`src/rtl/control_pipe_pkg.sv`:
```
// Shared encodings and the EX-stage control bundle for the RV32I control pipeline.
package riscv_pkg;

    localparam int unsigned REG_W = 5;
    localparam int unsigned RES_W = 2;
    localparam int unsigned FWD_W = 2;
    localparam int unsigned ALU_W = 3;

    localparam logic [RES_W-1:0] RES_ALU = 2'b00;
    localparam logic [RES_W-1:0] RES_MEM = 2'b01;
    localparam logic [RES_W-1:0] RES_PC4 = 2'b10;

    localparam logic [FWD_W-1:0] FWD_RF  = 2'b00;
    localparam logic [FWD_W-1:0] FWD_WB  = 2'b01;
    localparam logic [FWD_W-1:0] FWD_MEM = 2'b10;

    typedef struct packed {
        logic              regWrite;
        logic [RES_W-1:0]  resultSrc;
        logic              memWrite;
        logic              jump;
        logic              branch;
        logic [ALU_W-1:0]  aluControl;
        logic              aluSrc;
    } ctrl_e_t;

    // MEM result beats WB result; x0 is never a forwarding source
    function automatic logic [FWD_W-1:0] fwd_sel(
        input logic [REG_W-1:0] rs_e,
        input logic             reg_write_m,
        input logic [REG_W-1:0] rd_m,
        input logic             reg_write_w,
        input logic [REG_W-1:0] rd_w
    );
        if (reg_write_m && (rd_m != '0) && (rd_m == rs_e)) return FWD_MEM;
        if (reg_write_w && (rd_w != '0) && (rd_w == rs_e)) return FWD_WB;
        return FWD_RF;
    endfunction

endpackage

```
`src/rtl/control_pipe_if.sv`:
```
// Decode-side control inputs and hazard/stage-control outputs of control_pipe.
interface control_pipe_if;
    import riscv_pkg::*;

    logic              regWriteD;
    logic [RES_W-1:0]  resultSrcD;
    logic              MemWriteD;
    logic              JumpD;
    logic              BranchD;
    logic [ALU_W-1:0]  ALUControlD;
    logic              ALUSrcD;
    logic [REG_W-1:0]  Rs1D;
    logic [REG_W-1:0]  Rs2D;
    logic [REG_W-1:0]  RdD;
    logic              ZeroE;

    logic              StallF;
    logic              StallD;
    logic              FlushD;
    logic              PCSrcE;
    logic [FWD_W-1:0]  ForwardAE;
    logic [FWD_W-1:0]  ForwardBE;
    logic              RegWriteE;
    logic              MemWriteE;
    logic              ALUSrcE;
    logic [RES_W-1:0]  ResultSrcE;
    logic [ALU_W-1:0]  ALUControlE;
    logic [REG_W-1:0]  RdE;
    logic              RegWriteM;
    logic              MemWriteM;
    logic [RES_W-1:0]  ResultSrcM;
    logic [REG_W-1:0]  RdM;
    logic              RegWriteW;
    logic [RES_W-1:0]  ResultSrcW;
    logic [REG_W-1:0]  RdW;

    modport slave (
        input  regWriteD, resultSrcD, MemWriteD, JumpD, BranchD, ALUControlD, ALUSrcD,
               Rs1D, Rs2D, RdD, ZeroE,
        output StallF, StallD, FlushD, PCSrcE, ForwardAE, ForwardBE,
               RegWriteE, MemWriteE, ALUSrcE, ResultSrcE, ALUControlE, RdE,
               RegWriteM, MemWriteM, ResultSrcM, RdM,
               RegWriteW, ResultSrcW, RdW
    );

    modport master (
        output regWriteD, resultSrcD, MemWriteD, JumpD, BranchD, ALUControlD, ALUSrcD,
               Rs1D, Rs2D, RdD, ZeroE,
        input  StallF, StallD, FlushD, PCSrcE, ForwardAE, ForwardBE,
               RegWriteE, MemWriteE, ALUSrcE, ResultSrcE, ALUControlE, RdE,
               RegWriteM, MemWriteM, ResultSrcM, RdM,
               RegWriteW, ResultSrcW, RdW
    );
endinterface

```
`src/rtl/control_pipe_hazard_unit.sv`:
```
// Combinational hazard detection: load-use stall, branch/jump flush, EX operand forwarding.
module hazard_unit
    import riscv_pkg::*;
(
    input  logic [REG_W-1:0] i_rs1_d,
    input  logic [REG_W-1:0] i_rs2_d,
    input  logic [REG_W-1:0] i_rs1_e,
    input  logic [REG_W-1:0] i_rs2_e,
    input  logic [REG_W-1:0] i_rd_e,
    input  logic [RES_W-1:0] i_result_src_e,
    input  logic             i_branch_e,
    input  logic             i_jump_e,
    input  logic             i_zero_e,
    input  logic             i_reg_write_m,
    input  logic [REG_W-1:0] i_rd_m,
    input  logic             i_reg_write_w,
    input  logic [REG_W-1:0] i_rd_w,
    output logic             o_lw_stall_c,
    output logic             o_pc_src_c,
    output logic             o_flush_e_c,
    output logic [FWD_W-1:0] o_forward_a_c,
    output logic [FWD_W-1:0] o_forward_b_c
);
    logic w_use_hit;

    assign o_pc_src_c = (i_branch_e & i_zero_e) | i_jump_e;

    // A taken branch squashes the dependent instruction, so it never needs to stall
    assign w_use_hit    = (i_rd_e != '0) && ((i_rd_e == i_rs1_d) || (i_rd_e == i_rs2_d));
    assign o_lw_stall_c = (i_result_src_e == RES_MEM) && w_use_hit && !o_pc_src_c;
    assign o_flush_e_c  = o_lw_stall_c | o_pc_src_c;

    assign o_forward_a_c = fwd_sel(i_rs1_e, i_reg_write_m, i_rd_m, i_reg_write_w, i_rd_w);
    assign o_forward_b_c = fwd_sel(i_rs2_e, i_reg_write_m, i_rd_m, i_reg_write_w, i_rd_w);
endmodule

```
`src/rtl/control_pipe.sv`:
```
// ID/EX, EX/MEM, MEM/WB control registers of the 5-stage RV32I core with hazard
// detection and saturating stall/flush performance counters.
module control_pipe
    import riscv_pkg::*;
#(
    parameter int unsigned word_width = 32,
    parameter int unsigned cnt_width  = 32
) (
    input  logic                 clk,
    input  logic                 reset,
    control_pipe_if.slave        bus,
    output logic [cnt_width-1:0] stall_cnt,
    output logic [cnt_width-1:0] flush_cnt
);
    if ((word_width == 0) || (cnt_width == 0)) begin : g_bad_width
        $error("control_pipe: word_width and cnt_width must be nonzero");
    end

    localparam logic [cnt_width-1:0] CNT_MAX = {cnt_width{1'b1}};

    ctrl_e_t          w_ctrl_d;
    ctrl_e_t          r_ctrl_e;
    logic [REG_W-1:0] r_rs1_e, r_rs2_e, r_rd_e;
    logic             r_reg_write_m, r_mem_write_m;
    logic [RES_W-1:0] r_result_src_m;
    logic [REG_W-1:0] r_rd_m;
    logic             r_reg_write_w;
    logic [RES_W-1:0] r_result_src_w;
    logic [REG_W-1:0] r_rd_w;
    logic [cnt_width-1:0] r_stall_cnt, r_flush_cnt;

    logic             w_lw_stall, w_pc_src, w_flush_e;
    logic [FWD_W-1:0] w_forward_a, w_forward_b;

    assign w_ctrl_d = '{regWrite:   bus.regWriteD,
                        resultSrc:  bus.resultSrcD,
                        memWrite:   bus.MemWriteD,
                        jump:       bus.JumpD,
                        branch:     bus.BranchD,
                        aluControl: bus.ALUControlD,
                        aluSrc:     bus.ALUSrcD};

    hazard_unit u_hazard (
        .i_rs1_d        (bus.Rs1D),
        .i_rs2_d        (bus.Rs2D),
        .i_rs1_e        (r_rs1_e),
        .i_rs2_e        (r_rs2_e),
        .i_rd_e         (r_rd_e),
        .i_result_src_e (r_ctrl_e.resultSrc),
        .i_branch_e     (r_ctrl_e.branch),
        .i_jump_e       (r_ctrl_e.jump),
        .i_zero_e       (bus.ZeroE),
        .i_reg_write_m  (r_reg_write_m),
        .i_rd_m         (r_rd_m),
        .i_reg_write_w  (r_reg_write_w),
        .i_rd_w         (r_rd_w),
        .o_lw_stall_c   (w_lw_stall),
        .o_pc_src_c     (w_pc_src),
        .o_flush_e_c    (w_flush_e),
        .o_forward_a_c  (w_forward_a),
        .o_forward_b_c  (w_forward_b)
    );

    // EX loads a bubble on flush; MEM and WB advance unconditionally
    always_ff @(posedge clk or posedge reset) begin
        if (reset) begin
            r_ctrl_e       <= '0;
            r_rs1_e        <= '0;
            r_rs2_e        <= '0;
            r_rd_e         <= '0;
            r_reg_write_m  <= 1'b0;
            r_mem_write_m  <= 1'b0;
            r_result_src_m <= '0;
            r_rd_m         <= '0;
            r_reg_write_w  <= 1'b0;
            r_result_src_w <= '0;
            r_rd_w         <= '0;
        end else begin
            if (w_flush_e) begin
                r_ctrl_e <= '0;
                r_rs1_e  <= '0;
                r_rs2_e  <= '0;
                r_rd_e   <= '0;
            end else begin
                r_ctrl_e <= w_ctrl_d;
                r_rs1_e  <= bus.Rs1D;
                r_rs2_e  <= bus.Rs2D;
                r_rd_e   <= bus.RdD;
            end
            r_reg_write_m  <= r_ctrl_e.regWrite;
            r_mem_write_m  <= r_ctrl_e.memWrite;
            r_result_src_m <= r_ctrl_e.resultSrc;
            r_rd_m         <= r_rd_e;
            r_reg_write_w  <= r_reg_write_m;
            r_result_src_w <= r_result_src_m;
            r_rd_w         <= r_rd_m;
        end
    end

    // Saturating performance counters
    always_ff @(posedge clk or posedge reset) begin
        if (reset) begin
            r_stall_cnt <= '0;
            r_flush_cnt <= '0;
        end else begin
            if (w_lw_stall && (r_stall_cnt != CNT_MAX)) r_stall_cnt <= r_stall_cnt + cnt_width'(1);
            if (w_pc_src && (r_flush_cnt != CNT_MAX))   r_flush_cnt <= r_flush_cnt + cnt_width'(1);
        end
    end

    assign bus.StallF      = w_lw_stall;
    assign bus.StallD      = w_lw_stall;
    assign bus.FlushD      = w_pc_src;
    assign bus.PCSrcE      = w_pc_src;
    assign bus.ForwardAE   = w_forward_a;
    assign bus.ForwardBE   = w_forward_b;
    assign bus.RegWriteE   = r_ctrl_e.regWrite;
    assign bus.MemWriteE   = r_ctrl_e.memWrite;
    assign bus.ALUSrcE     = r_ctrl_e.aluSrc;
    assign bus.ResultSrcE  = r_ctrl_e.resultSrc;
    assign bus.ALUControlE = r_ctrl_e.aluControl;
    assign bus.RdE         = r_rd_e;
    assign bus.RegWriteM   = r_reg_write_m;
    assign bus.MemWriteM   = r_mem_write_m;
    assign bus.ResultSrcM  = r_result_src_m;
    assign bus.RdM         = r_rd_m;
    assign bus.RegWriteW   = r_reg_write_w;
    assign bus.ResultSrcW  = r_result_src_w;
    assign bus.RdW         = r_rd_w;
    assign stall_cnt       = r_stall_cnt;
    assign flush_cnt       = r_flush_cnt;
endmodule
```
`src/flat_wrapper.sv`:
```
// flat-port wrapper written by rule: the top's interface ports become plain ports
module control_pipe_flat import riscv_pkg::*;
#(
    parameter int unsigned word_width = 32,
    parameter int unsigned cnt_width  = 32
)
  (clk, reset, stall_cnt, flush_cnt, bus_regWriteD, bus_resultSrcD, bus_MemWriteD, bus_JumpD, bus_BranchD, bus_ALUControlD, bus_ALUSrcD, bus_Rs1D, bus_Rs2D, bus_RdD, bus_ZeroE, bus_StallF, bus_StallD, bus_FlushD, bus_PCSrcE, bus_ForwardAE, bus_ForwardBE, bus_RegWriteE, bus_MemWriteE, bus_ALUSrcE, bus_ResultSrcE, bus_ALUControlE, bus_RdE, bus_RegWriteM, bus_MemWriteM, bus_ResultSrcM, bus_RdM, bus_RegWriteW, bus_ResultSrcW, bus_RdW);
  control_pipe_if bus_i ();
  input  logic clk;
  input  logic reset;
  output logic [cnt_width-1:0] stall_cnt;
  output logic [cnt_width-1:0] flush_cnt;
  input wire logic [$bits(bus_i.regWriteD)-1:0] bus_regWriteD;
  input wire logic [$bits(bus_i.resultSrcD)-1:0] bus_resultSrcD;
  input wire logic [$bits(bus_i.MemWriteD)-1:0] bus_MemWriteD;
  input wire logic [$bits(bus_i.JumpD)-1:0] bus_JumpD;
  input wire logic [$bits(bus_i.BranchD)-1:0] bus_BranchD;
  input wire logic [$bits(bus_i.ALUControlD)-1:0] bus_ALUControlD;
  input wire logic [$bits(bus_i.ALUSrcD)-1:0] bus_ALUSrcD;
  input wire logic [$bits(bus_i.Rs1D)-1:0] bus_Rs1D;
  input wire logic [$bits(bus_i.Rs2D)-1:0] bus_Rs2D;
  input wire logic [$bits(bus_i.RdD)-1:0] bus_RdD;
  input wire logic [$bits(bus_i.ZeroE)-1:0] bus_ZeroE;
  output wire logic [$bits(bus_i.StallF)-1:0] bus_StallF;
  output wire logic [$bits(bus_i.StallD)-1:0] bus_StallD;
  output wire logic [$bits(bus_i.FlushD)-1:0] bus_FlushD;
  output wire logic [$bits(bus_i.PCSrcE)-1:0] bus_PCSrcE;
  output wire logic [$bits(bus_i.ForwardAE)-1:0] bus_ForwardAE;
  output wire logic [$bits(bus_i.ForwardBE)-1:0] bus_ForwardBE;
  output wire logic [$bits(bus_i.RegWriteE)-1:0] bus_RegWriteE;
  output wire logic [$bits(bus_i.MemWriteE)-1:0] bus_MemWriteE;
  output wire logic [$bits(bus_i.ALUSrcE)-1:0] bus_ALUSrcE;
  output wire logic [$bits(bus_i.ResultSrcE)-1:0] bus_ResultSrcE;
  output wire logic [$bits(bus_i.ALUControlE)-1:0] bus_ALUControlE;
  output wire logic [$bits(bus_i.RdE)-1:0] bus_RdE;
  output wire logic [$bits(bus_i.RegWriteM)-1:0] bus_RegWriteM;
  output wire logic [$bits(bus_i.MemWriteM)-1:0] bus_MemWriteM;
  output wire logic [$bits(bus_i.ResultSrcM)-1:0] bus_ResultSrcM;
  output wire logic [$bits(bus_i.RdM)-1:0] bus_RdM;
  output wire logic [$bits(bus_i.RegWriteW)-1:0] bus_RegWriteW;
  output wire logic [$bits(bus_i.ResultSrcW)-1:0] bus_ResultSrcW;
  output wire logic [$bits(bus_i.RdW)-1:0] bus_RdW;
  assign bus_i.regWriteD = bus_regWriteD;
  assign bus_i.resultSrcD = bus_resultSrcD;
  assign bus_i.MemWriteD = bus_MemWriteD;
  assign bus_i.JumpD = bus_JumpD;
  assign bus_i.BranchD = bus_BranchD;
  assign bus_i.ALUControlD = bus_ALUControlD;
  assign bus_i.ALUSrcD = bus_ALUSrcD;
  assign bus_i.Rs1D = bus_Rs1D;
  assign bus_i.Rs2D = bus_Rs2D;
  assign bus_i.RdD = bus_RdD;
  assign bus_i.ZeroE = bus_ZeroE;
  assign bus_StallF = bus_i.StallF;
  assign bus_StallD = bus_i.StallD;
  assign bus_FlushD = bus_i.FlushD;
  assign bus_PCSrcE = bus_i.PCSrcE;
  assign bus_ForwardAE = bus_i.ForwardAE;
  assign bus_ForwardBE = bus_i.ForwardBE;
  assign bus_RegWriteE = bus_i.RegWriteE;
  assign bus_MemWriteE = bus_i.MemWriteE;
  assign bus_ALUSrcE = bus_i.ALUSrcE;
  assign bus_ResultSrcE = bus_i.ResultSrcE;
  assign bus_ALUControlE = bus_i.ALUControlE;
  assign bus_RdE = bus_i.RdE;
  assign bus_RegWriteM = bus_i.RegWriteM;
  assign bus_MemWriteM = bus_i.MemWriteM;
  assign bus_ResultSrcM = bus_i.ResultSrcM;
  assign bus_RdM = bus_i.RdM;
  assign bus_RegWriteW = bus_i.RegWriteW;
  assign bus_ResultSrcW = bus_i.ResultSrcW;
  assign bus_RdW = bus_i.RdW;
  control_pipe #(.word_width(word_width), .cnt_width(cnt_width)) u_core (.clk(clk), .reset(reset), .bus(bus_i), .stall_cnt(stall_cnt), .flush_cnt(flush_cnt));
endmodule
```
`config.mk`:
```
export PLATFORM = sky130hd
export DESIGN_NAME = control_pipe_flat
export DESIGN_NICKNAME = d
export VERILOG_FILES = /design/src/rtl/control_pipe_pkg.sv /design/src/rtl/control_pipe_if.sv /design/src/rtl/control_pipe_hazard_unit.sv /design/src/rtl/control_pipe.sv /design/src/flat_wrapper.sv
export SDC_FILE = /design/constraint.sdc
export NUM_CORES = 1
export LEC_CHECK = 0
export CORE_MARGIN = 1
export CORE_UTILIZATION = 40
export CTS_CLUSTER_SIZE = 14
export DETAILED_ROUTE_END_ITERATION = 6
export PLACE_DENSITY = 0.81
export SKIP_CTS_REPAIR_TIMING = 1
export SLEW_MARGIN = 20
export SYNTH_ARGS = -nofsm -noshare
export SYNTH_HDL_FRONTEND = slang
export SYNTH_SLANG_ARGS = --single-unit
```
`constraint.sdc`:
```
create_clock -name clk -period 3.6 [get_ports clk]
set_input_delay 0.72 -clock clk [delete_from_list [all_inputs] [get_ports clk]]
set_output_delay 0.72 -clock clk [all_outputs]
set_load 0.05 [all_outputs]
```
Yosys cells after proc, flatten, opt, wreduce, memory -nomap -nowiden
Index checks and enable logic that the tools add are counted.
{"block": "classes", "add_sub_neg": 2, "multipliers": 0, "div": 0, "n_lt_le_gt_ge": 0, "eq_ne": 9, "n_shift": 0, "mux": 18, "bitwise": 3, "n_reduce_logical": 16}
{"op": "$add 32x1->32 const B", "n": 2}
{"op": "$ne 32x32->1 const B", "n": 2}
{"op": "$eq 5x5->1", "n": 6}
{"op": "$mux 2", "n": 8}
{"op": "$mux 5", "n": 3}
{"op": "$reduce_bool 5->1", "n": 3}
{"op": "$logic_and 1x1->1", "n": 11}
{"op": "$mux 10", "n": 1}
{"op": "$mux 1", "n": 6}
{"op": "$eq 2x1->1 const B", "n": 1}
{"op": "$or 1x1->1", "n": 2}
{"op": "$and 1x1->1", "n": 1}
{"op": "$logic_not 1->1", "n": 1}
{"op": "$logic_or 1x1->1", "n": 1}
{"block": "word_totals", "register_bits": 106, "latchBits": 0, "mem_bits_rw": 0, "mem_bits_ro": 0, "inputBits": 28, "output_inout_bits": 102, "elab_cells": 67, "mem_count": 0}

Logic depth before layout (Yosys ltp)
{"block": "depth", "depth_word": 7, "mapped_depth": 7, "mapped_depth_nobuf": 7}

By module
From an unflattened synthesis, not the netlist that was laid out.
{"block": "unflattened", "cells_unflattened": 426, "hier_area_um2": 4773.3}
{"mod": "control_pipe", "instances": 1, "cells_per_inst": 373, "area_each_um2": 4355.4, "seq_area_each_um2": 2652.5}
{"mod": "hazard_unit", "instances": 1, "cells_per_inst": 53, "area_each_um2": 417.9, "seq_area_each_um2": 0.0}

Least setup slack after synthesis
Ideal clock, no wire load.
{"block": "synth_path", "kind": "register to output", "startpoint": "register u_core.r_rd_m[1] (netlist: u_core.bus.RdM[1])", "endpoint": "output bus_ForwardAE[0]", "arrival_ps": 3350, "required_ps": 2880, "setup_slack_ps": -470, "stages_incl_launch_ff": 5, "path_buffers": 0, "path_cell_list": "dfrtp_1 -> or4_1 -> o21ai_0 -> nor4_1 -> nor4_1"}
{"block": "synth_between", "elab_chain_len": 5, "elab_cells_between_ends": 6, "cone_classes": "eq/ne (1); mux (2); reduce/logical (3)"}
{"element": "start, declared", "line": "control_pipe.sv:26", "rtl": "logic [REG_W-1:0] r_rd_m;"}
{"element": "start signal, assigned", "line": "control_pipe.sv:93", "rtl": "r_rd_m <= r_rd_e;"}
{"element": "$reduce_bool 5->1", "line": "control_pipe_pkg.sv:35", "rtl": "if (reg_write_m && (rd_m != '0) && (rd_m == rs_e)) return FWD_MEM;"}
{"element": "$logic_and 1x1->1", "line": "control_pipe_pkg.sv:35"}
{"element": "$logic_and 1x1->1 *", "line": "control_pipe_pkg.sv:35"}
{"element": "$mux 1 *", "line": "control_pipe_pkg.sv:35"}
{"element": "$mux 2 *", "line": "control_pipe_pkg.sv:36", "rtl": "if (reg_write_w && (rd_w != '0) && (rd_w == rs_e)) return FWD_WB;"}
{"element": "end, declared", "line": "flat_wrapper.sv:28", "rtl": "output wire logic [$bits(bus_i.ForwardAE)-1:0] bus_ForwardAE;"}
Mark *: on every way between the ends. The rest lies on a longest branch, timed or not.

Worst setup path in the final report
{"block": "layout_path", "startpoint": "register u_core.r_rd_m[2] (netlist: u_core.bus.RdM[2])", "endpoint": "output bus_ForwardBE[0]"}
{"block": "layout_between", "elab_chain_len": 5, "elab_cells_between_ends": 6, "cone_classes": "eq/ne (1); mux (2); reduce/logical (3)"}
{"element": "$reduce_bool 5->1", "line": "control_pipe_pkg.sv:35"}
{"element": "$logic_and 1x1->1", "line": "control_pipe_pkg.sv:35"}
{"element": "$logic_and 1x1->1 *", "line": "control_pipe_pkg.sv:35"}
{"element": "$mux 1 *", "line": "control_pipe_pkg.sv:35"}
{"element": "$mux 2 *", "line": "control_pipe_pkg.sv:36"}
{"element": "end, declared", "line": "flat_wrapper.sv:29", "rtl": "output wire logic [$bits(bus_i.ForwardBE)-1:0] bus_ForwardBE;"}
Marked as above.

==> key figures <==
Clocking
  – H-tree depth: 3
  – CTS tree: built
  – CTS clk-pin slew, worst paths: roughly 0.07 ns
  – Worst-skew pair later-pin latency: between 0.3 and 0.4 ns
  – Clock sink count: roughly 110
  – Longest Clk Path Bufs: 2
  – Inserted Clock Buffers: 9
  – CTS root buf: clkbuf_16

Setup path
  – Crit path arrival time: between 2 and 2.5 ns
  – CP Capture Type: output pin
  – Crit path max fanout: 5
  – Reg2Reg Capture Point: u_core.flush_cnt[28]
  – Setup Crit Path Kind: flop to output pin
  – Top cell family by delay on the critical path: simple AND/OR/NAND/NOR gates
  – Most frequent CP cell: nor4_2
  – Worst endpoint required time: around 2.9 ns
  – Reg2Reg Depth: 7
  – Critical Path, Cell by Cell: or4_1 > o21ai_0 > nor4_2 > nor4_2 > dlymetal6s2s_1
  – Critical path's slowest cell: or4_1
  – R2r setup slk: between 1 and 1.5 ns
  – Worst R2R Start: u_core.flush_cnt[0]
  – Startpoint Class: flop
  – CP peak stage delay: 0.52 ns
  – Crit path buffers/inverters: 1

Yosys
  – Post-synth cell types: 37
  – Synthesized cell area: about 4700 µm²
  – Share of flip-flops with an asynchronous set or reset: 100%
  – Synth warnings: 0
  – Synthesized area per cell: between 10 and 15 µm²
  – Post-synth EDFFs: 0
  – Sequential fraction of the synthesis area: 56.9%
  – Syn_nets: between 400 and 500
  – Synthesized flop and latch total: 106
  – Post-synth top flop: dfrtp_1
  – Post-Synthesis Cells: 400

Outcome
  – Status: finished, final reports clean

Placement
  – Pre-CTS WS: 0.345 ns
  – Placed cells: 666
  – Final GP Congestion: 0.838
  – Detailed placement HPWL: 7.58 mm
  – PortBufs: ~130

Die
  – Die Y: 110 µm
  – Die area: between 10000 and 15000 µm²
  – IO Count: 130
  – Rows: 39
  – Die boundary width: between 100 and 150 µm
  – Starting Density: about two fifths
  – Core box area: 11400 µm²

STA
  – Period Utilization, post-route: about nine tenths
  – Worst-margin pin slew: roughly 0.70 ns
  – Max-slew violations: 0
  – Fmax: around 310 MHz
  – Min Clock Period, post-route: approximately 3.2 ns
  – Clock Skews: 0.00584 ns
  – Fin. Hold Viols: 0
  – Final setup viols: 0
  – RSZ-0062 raised after global routing: false
  – Max_slew headroom: a little over half
  – Setup slack after layout: around 0.4 ns

GRT
  – Initial antenna violation count: 0
  – GR Overflow Total: 0
  – Largest net degree at the start of global routing: 61
  – Gr usage total: between 10% and 20%
  – Vias in the first global route: roughly 3500
  – First-pass GRT wire length: 16.7 mm

Detailed routing
  – DRC viols: 0
  – Detailed-route wire length per cell: approximately 15 µm
  – Initial DRC Count: slightly above 100
  – Routed via count: approximately 3500
  – Post-route ant nets: 0
  – DRT Pass-1 Iters: 4
  – Final WL: between 10 and 15 mm
  – Vias per inst: between 5 and 6

Power
  – Leak Pwr: around 2.7 nW
  – Overall power: around 3.1 mW
  – Maximum VDD drop: 0.484 mV
  – Power per Cell Area: between 400 and 500 nW/µm²

Cells and area
  – Area of the multi-input gates: 1970 µm²
  – Ratio of cells with drive above 1 in the final layout: about 8%
  – Filler cells: 956
  – Commonest cells after routing, fill and taps aside: clkdlybuf4s50_1 (125), dfrtp_1 (106), xnor2_1 (56)
  – Diode count: 0
  – Sequential cell area: 2650 µm²
  – Final Net Count: about 560
  – Non-Filler Instances: ~680
  – Syn-to-layout area delta: 38.1%
  – Commonest non-fill, non-tap cell in the layout: clkdlybuf4s50_1

Worst hold path
  – Hold wc startpoint: u_core.bus.RegWriteE
  – HP Class: flop to flop
  – Hold Path Stages: 0
  – Hold Path End: u_core.bus.RegWriteM

Flow run
  – Max_cap viols: 0
## kinds of logic (layout without fill, tap and decap cells)
group,Yosys count,count (layout),share of synthesized area (%)
fa+ha+maj,2,2,0.536
simple gates,174,174,21.1
compound gates,9,9,2.20
xor+xnor,92,92,17.3
buf+inv,15,154,1.58
flops,106,106,56.9
mux,2,2,0.483
## final cells by class
type,count,share of cell area [%]
clock inverter,5,0.602
inverter,6,0.389
clock buffer,11,3.92
timing repair buffer,132,20.6
tap,143,2.78
sequential,106,41.2
multi-input combinational,279,30.5
## stage by stage
| step | util (%) | setup TNS, ns | hold slack (ns) | instance area (µm²) |
|---|---|---|---|---|
| after floorplan | - | 0 | 0.672 | 4690 |
| after global placement | 54.0 | 0 | 0.360 | 6140 |
| after detailed placement | 54.0 | 0 | 0.364 | 6140 |
| after CTS | 56.6 | -0.0366 | 0.383 | 6430 |
| after global routing | 56.7 | 0 | 0.394 | 6440 |
| final | 56.7 | 0 | 0.380 | 6440 |
## cells in the mapped netlist, types with 2 or more instances
cell / count / area, µm²
and2_1: 26 / 163
and3_1: 15 / 93.8
and4_1: 3 / 26.3
buf_2: 2 / 10.0
buf_4: 2 / 15.0
clkbuf_1: 4 / 15.0
dfrtp_1: 106 / 2650
ha_1: 2 / 25.0
inv_1: 6 / 22.5
mux2_2: 2 / 22.5
nand2_1: 31 / 116
nand3_1: 23 / 115
nand4_1: 27 / 169
nor2_1: 19 / 71.3
nor3_1: 9 / 45.0
nor4_1: 5 / 31.3
nor4_2: 2 / 25.0
o21ai_0: 3 / 15.0
or4_1: 5 / 37.5
xnor2_1: 56 / 490
xor2_1: 36 / 315
## routing by layer
layer | wire, µm | global-route usage, % | vias to the layer above
met2 | 5160 | 30.4 | 84
met4 | 245 | 7.81 | 0
met3 | 499 | 3.29 | 18
met1 | 4570 | 22.9 | 1712
li1 | - | - | 1636
met5 | 0 | 0 | -
## how the worst max path moves through the flow
stage / startpoint / end / slack (ns) / depth (start not counted)
after floorplan: reset / u_core.bus.ALUControlE[0] / 0.09 / 1
after global placement: u_core.bus.RdM[1] / bus_ForwardAE[0] / 0.45 / 5
after detailed placement: u_core.bus.RdM[2] / bus_ForwardBE[0] / 0.34 / 5
after CTS: u_core.bus.RdM[2] / bus_ForwardBE[0] / -0.03 / 5
after global routing: u_core.bus.RdM[2] / bus_ForwardAE[0] / 0.28 / 5
final: u_core.bus.RdM[2] / bus_ForwardBE[0] / 0.40 / 5
## flip-flops by register name (all words and copies together), names as in the netlist, 2 cells and up
name and cells:
u_core.flush_cnt 32, u_core.stall_cnt 32, u_core.bus.RdE 5, u_core.bus.RdM 5
u_core.bus.RdW 5, u_core.r_rs1_e 5, u_core.r_rs2_e 5, u_core.bus.ALUControlE 3
u_core.bus.ResultSrcE 2, u_core.bus.ResultSrcM 2, u_core.bus.ResultSrcW 2, u_core.r_ctrl_e 2
## report_power, final
part / internal (mW) / switching [mW] / leakage [nW] / total, mW
registers: 1.28 / 0.113 / 1.41 / 1.40
clock network: 0.508 / 0.440 / 0.130 / 0.948
logic: 0.266 / 0.461 / 1.21 / 0.727
(Power assumes the default switching activity.)
